### src/rtl/rr_arb_16_idx_pkg.sv
// ----------------------------------------------------------------------------
// rr_arb_16_idx_pkg
//   Shared constants and types for the 16-requester round-robin arbiter.
//   NUM_REQ / IDX_W : requester count and grant-index width.
//   state_t         : arbiter state encoding (IDLE / GRANT).
//   DEF_TIMEOUT     : default maximum grant hold time in cycles.
// ----------------------------------------------------------------------------
package rr_arb_16_idx_pkg;

    localparam int NUM_REQ     = 16;
    localparam int IDX_W       = 4;
    localparam int DEF_TIMEOUT = 255;

    typedef enum logic {
        ST_IDLE  = 1'b0,
        ST_GRANT = 1'b1
    } state_t;

endpackage : rr_arb_16_idx_pkg

### src/rtl/rr_pick_16.sv
// ----------------------------------------------------------------------------
// rr_pick_16
//   Combinational round-robin pick: scans req starting at bit 'start',
//   wrapping modulo 16, and returns the first set bit.
//   Ports:
//     req   [15:0] in  : request vector
//     start [3:0]  in  : first bit position to examine
//     idx   [3:0]  out : index of the first set bit at/after start (wrapping)
//     any          out : at least one request bit is set
// ----------------------------------------------------------------------------
module rr_pick_16
    import rr_arb_16_idx_pkg::*;
(
    input  logic [NUM_REQ-1:0] req,
    input  logic [IDX_W-1:0]   start,
    output logic [IDX_W-1:0]   idx,
    output logic               any
);

    logic [2*NUM_REQ-1:0] w_dbl;
    logic [NUM_REQ-1:0]   w_rot;
    logic [IDX_W-1:0]     w_off;

    // Doubling the vector turns the wrap-around rotate into a plain slice:
    // w_rot[0] is req[start], w_rot[1] is req[start+1], ...
    assign w_dbl = {req, req};
    assign w_rot = w_dbl[start +: NUM_REQ];

    // Lowest set bit of the rotated vector is the first requester after start.
    always_comb begin
        w_off = '0;
        for (int i = NUM_REQ - 1; i >= 0; i--) begin
            if (w_rot[i]) w_off = IDX_W'(i);
        end
    end

    assign any = |req;
    assign idx = w_off + start;   // 4-bit add wraps back to an absolute index

endmodule : rr_pick_16

### src/rtl/rr_arb_16_idx.sv
// ----------------------------------------------------------------------------
// rr_arb_16_idx
//   16-requester round-robin arbiter with a registered grant index and valid.
//   A grant is held until the owner asserts done, drops its request, or the
//   hold counter reaches TIMEOUT cycles. On release the search restarts just
//   after the old owner, so another pending requester is granted on the same
//   edge (no idle bubble) and the old owner has lowest priority.
//   Parameters:
//     TIMEOUT : max cycles a grant is held (0 disables the timeout)
//     CNT_W   : hold counter width, 2**CNT_W must exceed TIMEOUT
//   Ports:
//     clk           in  : rising-edge clock
//     rst_n         in  : asynchronous active-low reset
//     req   [15:0]  in  : request vector
//     done          in  : owner releases the grant (ignored while idle)
//     gnt_idx [3:0] out : index of current owner (holds last value when idle)
//     gnt_valid     out : grant active
//     timeout_pulse out : one-cycle pulse after a timeout-only release
// ----------------------------------------------------------------------------
module rr_arb_16_idx
    import rr_arb_16_idx_pkg::*;
#(
    parameter int TIMEOUT = DEF_TIMEOUT,
    parameter int CNT_W   = 8
) (
    input  logic               clk,
    input  logic               rst_n,
    input  logic [NUM_REQ-1:0] req,
    input  logic               done,
    output logic [IDX_W-1:0]   gnt_idx,
    output logic               gnt_valid,
    output logic               timeout_pulse
);

    // Counter value on the last allowed grant cycle.
    localparam logic [CNT_W-1:0] TO_LAST = CNT_W'((TIMEOUT > 0) ? TIMEOUT - 1 : 0);

    state_t             r_state;
    logic [IDX_W-1:0]   r_gnt_idx;
    logic [IDX_W-1:0]   r_ptr;
    logic [CNT_W-1:0]   r_cnt;
    logic               r_to_pulse;

    logic [IDX_W-1:0]   w_after_owner;
    logic [IDX_W-1:0]   w_start;
    logic [IDX_W-1:0]   w_pick;
    logic               w_any;
    logic               w_owner_req;
    logic               w_to_hit;
    logic               w_release;

    assign w_after_owner = r_gnt_idx + 1'b1;
    assign w_owner_req   = req[r_gnt_idx];
    assign w_to_hit      = (TIMEOUT != 0) && (r_cnt == TO_LAST);
    assign w_release     = (r_state == ST_GRANT) && (done || !w_owner_req || w_to_hit);

    // Idle searches from the rotation pointer; a release searches from just
    // past the current owner. Both collapse onto one picker.
    assign w_start = (r_state == ST_GRANT) ? w_after_owner : r_ptr;

    rr_pick_16 u_pick (
        .req   (req),
        .start (w_start),
        .idx   (w_pick),
        .any   (w_any)
    );

    always_ff @(posedge clk or negedge rst_n) begin
        if (!rst_n) begin
            r_state    <= ST_IDLE;
            r_gnt_idx  <= '0;
            r_ptr      <= '0;
            r_cnt      <= '0;
            r_to_pulse <= 1'b0;
        end else begin
            r_to_pulse <= 1'b0;
            case (r_state)
                ST_IDLE: begin
                    if (w_any) begin
                        r_state   <= ST_GRANT;
                        r_gnt_idx <= w_pick;
                        r_cnt     <= '0;
                    end
                end
                ST_GRANT: begin
                    if (w_release) begin
                        r_ptr      <= w_after_owner;
                        r_cnt      <= '0;
                        // Pulse only when the timeout alone forced the release.
                        r_to_pulse <= w_to_hit && !done && w_owner_req;
                        if (w_any) r_gnt_idx <= w_pick;
                        else       r_state   <= ST_IDLE;
                    end else if (r_cnt != '1) begin
                        r_cnt <= r_cnt + 1'b1;
                    end
                end
                default: r_state <= ST_IDLE;
            endcase
        end
    end

    assign gnt_idx       = r_gnt_idx;
    assign gnt_valid     = (r_state == ST_GRANT);
    assign timeout_pulse = r_to_pulse;

endmodule : rr_arb_16_idx

### config.mk
export PLATFORM = sky130hd
export DESIGN_NAME = rr_arb_16_idx
export DESIGN_NICKNAME = d
export VERILOG_FILES = /design/src/rtl/rr_arb_16_idx_pkg.sv /design/src/rtl/rr_pick_16.sv /design/src/rtl/rr_arb_16_idx.sv
export SDC_FILE = /design/constraint.sdc
export NUM_CORES = 1
export LEC_CHECK = 0
export CORE_UTILIZATION = 59
export DETAILED_ROUTE_END_ITERATION = 7
export GPL_TIMING_DRIVEN = 0
export HOLD_SLACK_MARGIN = 0.02
export PLACE_DENSITY = 0.84
export SLEW_MARGIN = 5
export SYNTH_ARGS = -nofsm -noshare
export SYNTH_HDL_FRONTEND = slang
export SYNTH_SLANG_ARGS = --single-unit
### constraint.sdc
create_clock -name clk -period 7.9 [get_ports clk]
set_input_delay 0.79 -clock clk [delete_from_list [all_inputs] [get_ports clk]]
set_output_delay 0.79 -clock clk [all_outputs]
set_load 0.005 [all_outputs]
==> impl_metrics.env <==
export IMPL_synthTopCellsByArea="mux2i_1, dfrtp_1, mux4_2"
export IMPL_r2r_end="gnt_idx[2]$_DFFE_PN0P_"
export IMPL_wirelength_met1_um=3167
export IMPL_r2r_cells=16
export IMPL_hold_violations=0
export IMPL_cp_data_required_time_ps=8030
export IMPL_nets=360
export IMPL_hold_end="r_cnt[6]$_DFFE_PN0P_"
export IMPL_antenna_left=0
export IMPL_synth_edf_count=0
export IMPL_skew_ps=12.31
export IMPL_cp_max_fo=10
export IMPL_wl_per_cell_um=20.25
export IMPL_start_util_pct=61.96
export IMPL_synthToLayoutAreaGrowth_pct=11.05
export IMPL_worstPathCellList="ha_1 > mux2i_2 > buf_2 > mux2i_1 > mux2i_1 > mux2_2 > a221oi_1 > o22ai_1 > a221o_1 > nand3_1 > a31oi_1 > ha_1 > fa_1 > xnor2_1 > xnor2_1 > o21ai_0"
export IMPL_synth_top_area_share_pct=19.53
export IMPL_final_max_slew_viol_count=0
export IMPL_rr_startpoint="gnt_idx[1]$_DFFE_PN0P_"
export IMPL_cts_buffers=3
export IMPL_hold_class="register to register"
export IMPL_slowest_stage="dfrtp_1"
export IMPL_antenna_cells=0
export IMPL_core_area_sq_um=4384
export IMPL_grt_overflow=0
export IMPL_synth_main_ff_cell="dfrtp_1"
export IMPL_hold_start="r_cnt[6]$_DFFE_PN0P_"
export IMPL_final_layout_size_suffix_gt1_share_pct=14.67
export IMPL_cts_tree="built"
export IMPL_place_congestion=1.009
export IMPL_synth_top_area_cell="mux2i_1"
export IMPL_yosysWarnings=0
export IMPL_clockBufferDepth=2
export IMPL_cp_arrival_ps=4990
export IMPL_die_y_um=69.85
export IMPL_grt_pass1_wl_um=12400
export IMPL_syn_nets=337
export IMPL_grt_pass1_vias=2632
export IMPL_cts_setup_buffers=0
export IMPL_crit_path_start_kind="register"
export IMPL_worst_pin_slew_ps=880.4
export IMPL_worstHoldPathCells=2
export IMPL_syn_area_per_cell_sq_um=8.706
export IMPL_synth_cells=312
export IMPL_synth_most_common_cell="mux2i_1"
export IMPL_avgViaCountPerCell=7.122
export IMPL_via_count=2749
export IMPL_maxCapViolations=0
export IMPL_path_clk_slew_ps=60
export IMPL_drtIter0Drc=420
export IMPL_clkSinkCount=18
export IMPL_rsz0062_at_grt="false"
export IMPL_end_kind="register"
export IMPL_yosys_register_bits=18
export IMPL_synth_commonest_cells="mux2i_1, nand2_1, nor2_1"
export IMPL_worstSetupPathType="register to register"
export IMPL_grt_antenna_before_repair=0
export IMPL_clk_latency_ps=260
export IMPL_cts_root_buf="clkbuf_8"
export IMPL_met3_length_um=844
export IMPL_wl_met2_um=3546
export IMPL_grt_max_degree=19
export IMPL_hpwl_um=5673
export IMPL_ys_async_sr_fraction_pct=100.0
export IMPL_ctsHoldBuffers=0
export IMPL_cts_max_level=1
export IMPL_fillers=357
export IMPL_setup_tns_ps=0
export IMPL_port_buffers=18
export IMPL_reg2reg_slack_ps=3040
export IMPL_die_area_sq_um=4879
export IMPL_slew_headroom_pct=40.68
export IMPL_first_pass_iters=6
export IMPL_finalWirelength_um=7816
export IMPL_yosysUniqueCellTypes=59
export IMPL_grt_util_all_layers_pct=32.07
export IMPL_pin_count=25
export IMPL_min_period_ps=4860
export IMPL_period_share_pct=61.52
export IMPL_drc_errors=0
export IMPL_syn_area_sq_um=2716
export IMPL_outcome="finished clean"
export IMPL_ctsResizeCount=0
export IMPL_rows=24
export IMPL_synth_sequential_area_ratio_pct=16.58
export IMPL_critical_path_max_stage_delay_ps=570
export IMPL_setup_worst_path_start="gnt_idx[1]$_DFFE_PN0P_"
export IMPL_max_freq_ghz=0.2057
export IMPL_die_w_um=69.85
export IMPL_top_layer="met4"
export IMPL_setup_viol=0
==> stage by stage <==
| step | setup WS [ps] | hold WS (ps) | area, sq um | cells | util, % |
|---|---|---|---|---|---|
| 2_1_floorplan | 3777 | 480.6 | 2716 | 312 | - |
| 3_3_place_gp | 3044 | 496.1 | 2962 | 382 | 67.55 |
| 3_5_place_dp | 3068 | 508.7 | 2962 | 382 | 67.55 |
| 4_1_cts | 3172 | 542.9 | 3017 | 386 | 68.81 |
| 5_1_grt | 2840 | 566.2 | 3017 | 386 | 68.81 |
| 6_report | 3040 | 536.8 | 3017 | 386 | 68.81 |
==> final cells by class <==
class / instances / area [sq um] / area share, %
buffer: 21 / 122.6 / 4.065
multi-input combinational: 265 / 2111 / 69.97
clock buffer: 4 / 55.05 / 1.825
tap: 52 / 65.06 / 2.157
timing repair buffer: 18 / 180.2 / 5.973
sequential: 18 / 450.4 / 14.93
inverter: 8 / 32.53 / 1.078
==> worst max-delay path, delay by kind of cell (launching register included) <==
kind | cells | cell delay, ps
flops | 1 | 570
fa+ha+maj | 3 | 970
compound gates | 5 | 1230
xor+xnor | 2 | 340
mux | 4 | 1260
buf+inv | 1 | 300
simple gates | 1 | 80
==> logic make-up after synthesis <==
group | Yosys count | share of synthesized area (%)
AND/OR/NAND/NOR | 100 | 19.16
AO/OA/AOI/OAI | 78 | 20.77
multiplexers | 71 | 31.23
buffers and inverters | 29 | 5.712
flip-flops | 18 | 16.58
XOR/XNOR | 10 | 3.501
adder cells (fa/ha/maj) | 6 | 3.040
==> cells in the final DEF (no fill, tap or decap), drive strengths merged, types with 3 or more instances in the layout <==
cell / instances
nand4: 3
o211ai: 15
and3: 10
clkbuf: 9
nor4: 5
a211oi: 3
inv: 8
o21a: 4
a22o: 3
nand2: 41
o22ai: 7
nand3: 5
mux2i: 54
nor2b: 4
ha: 5
mux2: 7
a32o: 3
nand2b: 4
o21ai: 11
xnor2: 3
o31ai: 3
a221o: 4
clkdlybuf4s50: 18
buf: 16
xor2: 7
mux4: 10
a31oi: 4
nor2: 22
dfrtp: 18
a21oi: 12
==> routing by layer <==
metal  global-route usage [%]  vias up
met4                    14.22        0
met3                    5.628       35
li1                         -     1232
met2                    50.32      204
met5                        0        -
met1                    43.31     1278
==> worst max-delay path by stage <==
stage | to | slack [ps] | cells past startpoint
2_1_floorplan | gnt_idx[2]$_DFFE_PN0P_ | 3780 | 16
3_3_place_gp | gnt_idx[2]$_DFFE_PN0P_ | 3040 | 14
3_5_place_dp | gnt_idx[2]$_DFFE_PN0P_ | 3070 | 14
4_1_cts | gnt_idx[2]$_DFFE_PN0P_ | 3170 | 16
5_1_grt | gnt_idx[2]$_DFFE_PN0P_ | 2840 | 16
6_report | gnt_idx[2]$_DFFE_PN0P_ | 3040 | 16
==> state kept, by name, summed over array words and instances, names as in the netlist <==
register       count
r_cnt              8
gnt_idx            4
r_ptr              4
gnt_valid          1
timeout_pulse      1
Power is not shown: default switching activity piles up to over one toggle a cycle in this logic, so the estimate is an artifact.
